$ cat src/rtl/mult32x32_fast_req_ctrl.sv
// Request/response front end for the 32x32 fast multiplier: operand capture,
// start pulse, busy-window timing and a registered product output.
module mult32x32_fast_req_ctrl (
    input  logic        clk,
    input  logic        reset_n,
    input  logic        in_valid,
    output logic        in_ready,
    input  logic [31:0] in_a,
    input  logic [31:0] in_b,
    output logic        mult_start,
    output logic [31:0] mult_a,
    output logic [31:0] mult_b,
    output logic        a_msb_is_0,
    output logic        b_msw_is_0,
    input  logic        mult_busy,
    input  logic [63:0] mult_product,
    output logic        out_valid,
    input  logic        out_ready,
    output logic [63:0] out_product,
    output logic [3:0]  out_cycles,
    output logic [15:0] op_count
);

    typedef enum logic [1:0] {IDLE, START, WAIT, RESULT} state_t;

    state_t      state_q, state_d;
    logic        live_q, live_d;
    logic [31:0] a_q, a_d;
    logic [31:0] b_q, b_d;
    logic [3:0]  busy_cnt_q, busy_cnt_d;
    logic [63:0] prod_q, prod_d;
    logic [3:0]  cyc_q, cyc_d;
    logic [15:0] cnt_q, cnt_d;
    logic        start_q, start_d;
    logic        valid_q, valid_d;
    logic        accept;

    // live_q keeps in_ready low until the first clock after reset release.
    assign in_ready = ((state_q == IDLE) && live_q) || ((state_q == RESULT) && out_ready);
    assign accept   = in_valid && in_ready;

    always_comb begin
        state_d    = state_q;
        live_d     = 1'b1;
        a_d        = a_q;
        b_d        = b_q;
        busy_cnt_d = busy_cnt_q;
        prod_d     = prod_q;
        cyc_d      = cyc_q;
        cnt_d      = cnt_q;
        start_d    = 1'b0;
        valid_d    = valid_q;
        case (state_q)
            IDLE: begin
                if (accept) begin
                    a_d     = in_a;
                    b_d     = in_b;
                    start_d = 1'b1;
                    state_d = START;
                end
            end
            START: begin
                busy_cnt_d = 4'd0;
                state_d    = WAIT;
            end
            WAIT: begin
                if (mult_busy) begin
                    if (busy_cnt_q != 4'd15)
                        busy_cnt_d = busy_cnt_q + 4'd1;
                end else begin
                    prod_d  = mult_product;
                    cyc_d   = busy_cnt_q;
                    valid_d = 1'b1;
                    state_d = RESULT;
                end
            end
            RESULT: begin
                if (out_ready) begin
                    cnt_d   = cnt_q + 16'd1;
                    valid_d = 1'b0;
                    if (in_valid) begin
                        a_d     = in_a;
                        b_d     = in_b;
                        start_d = 1'b1;
                        state_d = START;
                    end else begin
                        state_d = IDLE;
                    end
                end
            end
            default: state_d = IDLE;
        endcase
    end

    always_ff @(posedge clk or negedge reset_n) begin
        if (!reset_n) begin
            state_q    <= IDLE;
            live_q     <= 1'b0;
            a_q        <= 32'd0;
            b_q        <= 32'd0;
            busy_cnt_q <= 4'd0;
            prod_q     <= 64'd0;
            cyc_q      <= 4'd0;
            cnt_q      <= 16'd0;
            start_q    <= 1'b0;
            valid_q    <= 1'b0;
        end else begin
            state_q    <= state_d;
            live_q     <= live_d;
            a_q        <= a_d;
            b_q        <= b_d;
            busy_cnt_q <= busy_cnt_d;
            prod_q     <= prod_d;
            cyc_q      <= cyc_d;
            cnt_q      <= cnt_d;
            start_q    <= start_d;
            valid_q    <= valid_d;
        end
    end

    assign mult_start  = start_q;
    assign mult_a      = a_q;
    assign mult_b      = b_q;
    assign a_msb_is_0  = (a_q[31:24] == 8'd0);
    assign b_msw_is_0  = (b_q[31:16] == 16'd0);
    assign out_valid   = valid_q;
    assign out_product = prod_q;
    assign out_cycles  = cyc_q;
    assign op_count    = cnt_q;

endmodule

$ cat config.mk
export PLATFORM = sky130hd
export DESIGN_NAME = mult32x32_fast_req_ctrl
export DESIGN_NICKNAME = d
export VERILOG_FILES = /design/src/rtl/mult32x32_fast_req_ctrl.sv
export SDC_FILE = /design/constraint.sdc
export NUM_CORES = 1
export LEC_CHECK = 0
export ABC_AREA = 1
export BUFFER_PORTS_ARGS = -buffer_cell sky130_fd_sc_hd__buf_2
export CAP_MARGIN = 40
export CORE_UTILIZATION = 51
export CTS_CLUSTER_SIZE = 14
export DETAILED_ROUTE_END_ITERATION = 8
export HOLD_SLACK_MARGIN = 0.03
export PLACE_DENSITY = 0.85
export SKIP_CTS_REPAIR_TIMING = 1
export SKIP_LAST_GASP = 1
export SLEW_MARGIN = 40
export SYNTH_ARGS = -nofsm -noshare
export SYNTH_HDL_FRONTEND = slang
export SYNTH_SLANG_ARGS = --single-unit
$ cat constraint.sdc
create_clock -name clk -period 3.5 [get_ports clk]
set_input_delay 0.7 -clock clk [delete_from_list [all_inputs] [get_ports clk]]
set_output_delay 0.7 -clock clk [all_outputs]
set_load 0.05 [all_outputs]
# Yosys cells after proc, flatten, opt, wreduce, memory -nomap -nowiden
# Cells that the tools add are included.
dict set report totals {
  ff_bits 157
  inputBits 133
  output_inout_bits 153
  elab_cells 62
}
dict set report classes {
  n_addsub 2
  eq_ne 10
  n_mux 23
  bitwise_logic 1
  n_reduce_logical 16
}
# cell n
set op_table {}
lappend op_table {{32-bit two-way mux} 6}
lappend op_table {{32-bit one-hot mux with 2 select lines} 2}
lappend op_table {{16-bit by 1-bit adder with 16-bit output, second input constant} 1}
lappend op_table {{16-bit logical NOT} 1}
lappend op_table {{2-bit inequality test, second input constant} 6}
lappend op_table {{3-bit AND reduction} 3}
lappend op_table {{8-bit logical NOT} 1}
lappend op_table {{4-bit two-way mux} 2}
lappend op_table {{2-bit one-hot mux with 4 select lines} 1}
lappend op_table {{4-bit one-hot mux with 2 select lines} 1}
lappend op_table {{1-bit two-way mux} 6}
lappend op_table {{2-bit two-way mux} 3}
lappend op_table {{2-bit nonzero test} 3}
lappend op_table {{4-bit by 1-bit adder with 4-bit output, second input constant} 1}
lappend op_table {{2-bit equality test, second input constant} 2}
lappend op_table {{4-bit inequality test, second input constant} 1}
lappend op_table {{1-bit one-hot mux with 2 select lines} 2}
lappend op_table {{2-bit AND reduction} 2}
lappend op_table {{4-bit AND reduction} 1}
lappend op_table {{1-bit logical AND} 3}
lappend op_table {{2-bit by 1-bit equality test with 1-bit output, second input constant} 1}
lappend op_table {{2-bit logical NOT} 1}
lappend op_table {{1-bit logical OR} 1}
lappend op_table {{1-bit inverter} 1}

# Logic depth before layout (Yosys ltp)
dict set report logic_depth {
  ltp_word 6
  ltp_mapped 10
  ltp_nobuf 9
}

# Worst setup path before layout
# No wires, ideal clock.
dict set report synth_path {
  path_type {reg2out}
  startpoint {register b_q[25] (netlist: mult_b[25])}
  endpoint {output port b_msw_is_0}
  t_arrival_ns 1.597
  required_time_ns 2.800
  setup_slack_ns 1.203
  path_stages_with_launch 4
  path_buffers 0
  cell_sequence {dfrtp_1 > nor4_1 > nand2_1 > nor2_1}
}
dict set report synth_via {
  elab_chain_len 1
}
# item line
set synth_lines {}
lappend synth_lines {{from (decl)} 29} ;# logic [31:0] b_q, b_d;
lappend synth_lines {{from (signal assigned)} 100} ;# b_q <= 32'd0;
lappend synth_lines {{from (signal assigned)} 111} ;# b_q <= b_d;
lappend synth_lines {{16-bit logical NOT} 125} ;# assign b_msw_is_0 = (b_q[31:16] == 16'd0);
lappend synth_lines {{to (decl)} 14} ;# output logic b_msw_is_0,
# Every way passes these cells.

# Worst setup path after layout
dict set report layout_path {
  startpoint {register state_q[0]}
  endpoint {output port in_ready}
}
dict set report layout_via {
  elab_chain_len 3
  word_cells_on_any_way 5
  classes_between {eq/ne: 1; reduce/logical: 4}
}
# item line
set layout_lines {}
lappend layout_lines {{from (decl)} 26} ;# state_t state_q, state_d;
lappend layout_lines {{from (signal assigned)} 108} ;# state_q <= state_d;
lappend layout_lines {{2-bit equality test or 2-bit logical NOT (tied branches)} 39} ;# assign in_ready = ((state_q == IDLE) && live_q) || ((state_q == RESULT) && out_ready);
lappend layout_lines {{1-bit logical AND} 39}
lappend layout_lines {{1-bit logical OR *} 39}
lappend layout_lines {{to (decl)} 7} ;# output logic in_ready,
# Mark *: on every way between the ends. The rest lies on a longest branch, timed or not.

==> load_flow_metrics.sql <==
INSERT INTO impl_metrics (metric_group, metric, value, unit) VALUES
('finish', 'final-seq-area', '0.003929', 'sq mm'),
('yosys', 'synthCells', '603', ''),
('timing', 'final.setup_skew', '6.220', 'ps'),
('detailed_routing', 'detail_route.wirelength', '16210', 'microns'),
('yosys', 'ys_warn_count', '0', ''),
('timing', 'setup-tns-final', '0', 'ps'),
('finish', 'multi_input_area', '0.002310', 'sq mm'),
('cts', 'cts_buffer_depth', '2', ''),
('grt', 'grt.met2_usage', '0.4245', ''),
('grt', 'grt_usage', '0.2493', ''),
('grt', 'gr-max-usage-layer', 'met2', ''),
('placement', 'gpl.final_weighted_congestion', '0.8368', ''),
('run', 'drv.max_cap_violation_count', '0', ''),
('cts', 'cts.root.buffer_cell', 'clkbuf_16', ''),
('cts', 'clk_latency', '410', 'ps'),
('grt', 'globalRouteOverflowTotal', '0', ''),
('yosys', 'syn_area', '0.006539', 'sq mm'),
('critical_path', 'worst_ep_required_time', '2800', 'ps'),
('placement', 'detailedPlacementHpwl', '11750', 'microns'),
('timing', 'worst_slew_margin_rel', '0.5005', ''),
('status', 'status', 'finished, final reports clean', ''),
('cts', 'tritoncts', 'built', ''),
('timing', 'setup_viol', '0', ''),
('critical_path', 'critical_path.endpoint_type', 'output port', ''),
('yosys', 'synth.ff_latch_count', '157', ''),
('detailed_routing', 'drt_iter0_drc', '380', ''),
('cts', 'path_clk_slew', '60', 'ps'),
('timing', 'fmax', '407.9', 'MHz'),
('detailed_routing', 'drc', '0', ''),
('floorplanning', 'floorplan.die_area', '0.01328', 'sq mm'),
('hold_path', 'hold_path_class', 'primary input to asynchronous set/reset pin', ''),
('grt', 'grt_start_max_net_pins', '76', ''),
('yosys', 'yosysSeqAreaShare', '0.6008', ''),
('floorplanning', 'die-width', '115.2', 'microns'),
('grt', 'grt_pass1_vias', '5014', ''),
('critical_path', 'critical_path.startpoint_type', 'flip-flop', ''),
('timing', 'timing_worst_slew_pin_value', '749.3', 'ps'),
('floorplanning', 'num_rows', '40', ''),
('yosys', 'synthesis.nets', '743', ''),
('finish', 'area.growth.synth_to_final', '31.99', '%'),
('grt', 'grt_antenna_before_repair', '0', ''),
('grt', 'met1_usage', '0.3058', ''),
('finish', 'fin_nets', '1027', ''),
('floorplanning', 'coreArea', '0.01226', 'sq mm'),
('timing', 'grt_setup_unrepaired', 'false', ''),
('detailed_routing', 'drtAntennaViolNets', '0', ''),
('critical_path', 'cp_data_arrival_time', '1750', 'ps'),
('detailed_routing', 'detailedRoute.firstPassIterationCount', '5', ''),
('grt', 'grt_first_pass_wirelength', '24960', 'microns'),
('floorplanning', 'initial_utilization', '0.5333', ''),
('detailed_routing', 'route.vias.total', '5234', ''),
('finish', 'num_antenna_cells', '0', ''),
('cts', 'tritoncts.num_buffers', '17', ''),
('cts', 'cts_max_level', '4', ''),
('timing', 'period_needed', '2451', 'ps'),
('cts', 'clk_sinks', '157', ''),
('grt', 'grt.met3_usage', '0.06695', ''),
('placement', 'place.port_buffers', '285', ''),
('detailed_routing', 'route.detailed.vias_per_inst', '4.905', ''),
('timing', 'final.period_utilization', '0.7004', ''),
('floorplanning', 'num_io_pins', '286', ''),
('finish', 'fillerInstances', '900', ''),
('critical_path', 'setup.worst_path.class', 'flip-flop to output port', ''),
('yosys', 'distinct_cell_type_count_after_synthesis', '28', ''),
('timing', 'finalHoldViolCount', '0', ''),
('finish', 'drive_gt1_frac', '0.4538', ''),
('detailed_routing', 'route.detailed.wl_per_inst', '15.19', 'microns'),
('timing', 'slew_violations', '0', ''),
('yosys', 'postSynthAreaPerCell', '10.84', 'sq um'),
('critical_path', 'critical_path_peak_fanout', '8', ''),
('floorplanning', 'die_height', '115.2', 'microns');
==> area by class of cell <==
type | instances | share of cell area
sequential | 157 | 0.4552
multi-input combinational | 393 | 0.2676
clock inverter | 11 | 0.01363
timing repair buffer | 292 | 0.1750
inverter | 26 | 0.01131
tap | 168 | 0.02435
clock buffer | 20 | 0.05291
==> synthesized netlist by cell type <==
| library cell | count | share of area |
|---|---|---|
| o21ai_0 | 9 | 0.0069 |
| buf_6 | 11 | 0.019 |
| nand2_1 | 179 | 0.10 |
| nor4_1 | 3 | 0.0029 |
| o21ai_2 | 1 | 0.0013 |
| nand3_1 | 63 | 0.048 |
| inv_1 | 25 | 0.014 |
| nand2_4 | 2 | 0.0034 |
| o21ai_1 | 1 | 0.00076 |
| a21oi_1 | 2 | 0.0015 |
| nand3b_1 | 1 | 0.0011 |
| xor2_1 | 4 | 0.0054 |
| nor2_1 | 25 | 0.014 |
| nand4_1 | 4 | 0.0038 |
| a22oi_1 | 1 | 0.0011 |
| mux2_2 | 65 | 0.11 |
| dfrtp_1 | 157 | 0.60 |
| ha_1 | 7 | 0.013 |
| xnor2_1 | 4 | 0.0054 |
| nor3_1 | 5 | 0.0038 |
| conb_1 | 1 | 0.00057 |
| nand2_2 | 3 | 0.0029 |
| buf_2 | 14 | 0.011 |
| nand3_2 | 12 | 0.018 |
| buf_8 | 1 | 0.0023 |
| clkbuf_1 | 1 | 0.00057 |
| nor2_4 | 1 | 0.0017 |
| inv_2 | 1 | 0.00057 |
==> cells by family after synthesis <==
group | after synthesis | synth area share
adder cells (fa/ha/maj) | 7 | 0.01339
other | 1 | 0.0005735
buffers and inverters | 53 | 0.04745
AND/OR/NAND/NOR | 298 | 0.2034
AO/OA/AOI/OAI | 14 | 0.01167
multiplexers | 65 | 0.1119
XOR/XNOR | 8 | 0.01071
flip-flops | 157 | 0.6008
==> state kept, by name (all words and copies together), names as in the netlist <==
register	count
op_count	16
mult_b	32
live_q	1
busy_cnt_q	4
out_product	64
mult_start	1
mult_a	32
state_q	2
out_cycles	4
out_valid	1
==> path summary, 6_finish.rpt <==
check	start	end	slack [ps]	cells after the start
min reg2reg	mult_a[11]$_DFFE_PN0P_	mult_a[11]$_DFFE_PN0P_	470	2
min	reset_n	op_count[9]$_DFFE_PN0P_	280	1
max reg2reg	state_q[0]$_DFFE_PN0P_	state_q[0]$_DFFE_PN0P_	1260	9
min in group clk	mult_a[11]$_DFFE_PN0P_	mult_a[11]$_DFFE_PN0P_	470	2
max in group asynchronous	reset_n	out_product[48]$_DFFE_PN0P_	2300	2
max	state_q[0]$_DFFE_PN0P_	in_ready	1050	4
==> cell usage in the layout (no fill, tap or decap) <==
cell	Yosys	final
a21oi_1	2	2
a22oi_1	1	1
buf_12	0	2
buf_2	14	284
buf_4	0	5
buf_6	11	1
bufinv_16	0	2
clkbuf_1	1	1
clkbuf_16	0	17
clkbuf_8	0	2
clkinv_2	0	5
clkinv_4	0	1
clkinvlp_4	0	2
conb_1	1	1
dfrtp_1	157	157
ha_1	7	7
inv_1	25	25
inv_2	1	1
inv_6	0	1
mux2_2	65	65
nand2_1	179	178
nand2_2	3	4
nand2_4	2	2
nand3_1	63	63
nand3_2	12	12
nand3b_1	1	1
nand4_1	4	4
nor2_1	25	25
nor2_4	1	1
nor3_1	5	5
nor4_1	3	3
o21ai_0	9	9
o21ai_1	1	1
o21ai_4	0	1
xnor2_1	4	4
xor2_1	4	4
==> routing by layer <==
layer / vias up / wire length (microns)
li1: 2538 / -
met1: 2469 / 6486
met2: 204 / 8207
met3: 23 / 1180
met4: 0 / 333
met5: - / 0
==> critical path, cell delays in order, from the launching register on <==
cell and delay (ps):
dfrtp_1 440, ha_1 380, nand2_4 150, nand2_2 100, buf_2 260
==> metrics by stage <==
stage	hold slack, ps	instances	area (sq um)	util	setup WS (ps)
4_1_cts	314.6	1067	8631	0.7039	1020
3_5_place_dp	453.8	1036	8056	0.6570	1250
2_1_floorplan	404.4	603	6539	-	1203
6_report	282.2	1067	8631	0.7039	1049
3_3_place_gp	450.5	1036	8056	0.6570	1315
5_1_grt	354.7	1067	8631	0.7039	972.3
Power is left out: the tool's default activity adds up to more than one toggle a clock period on the data nets, which glitch-free logic cannot reach.
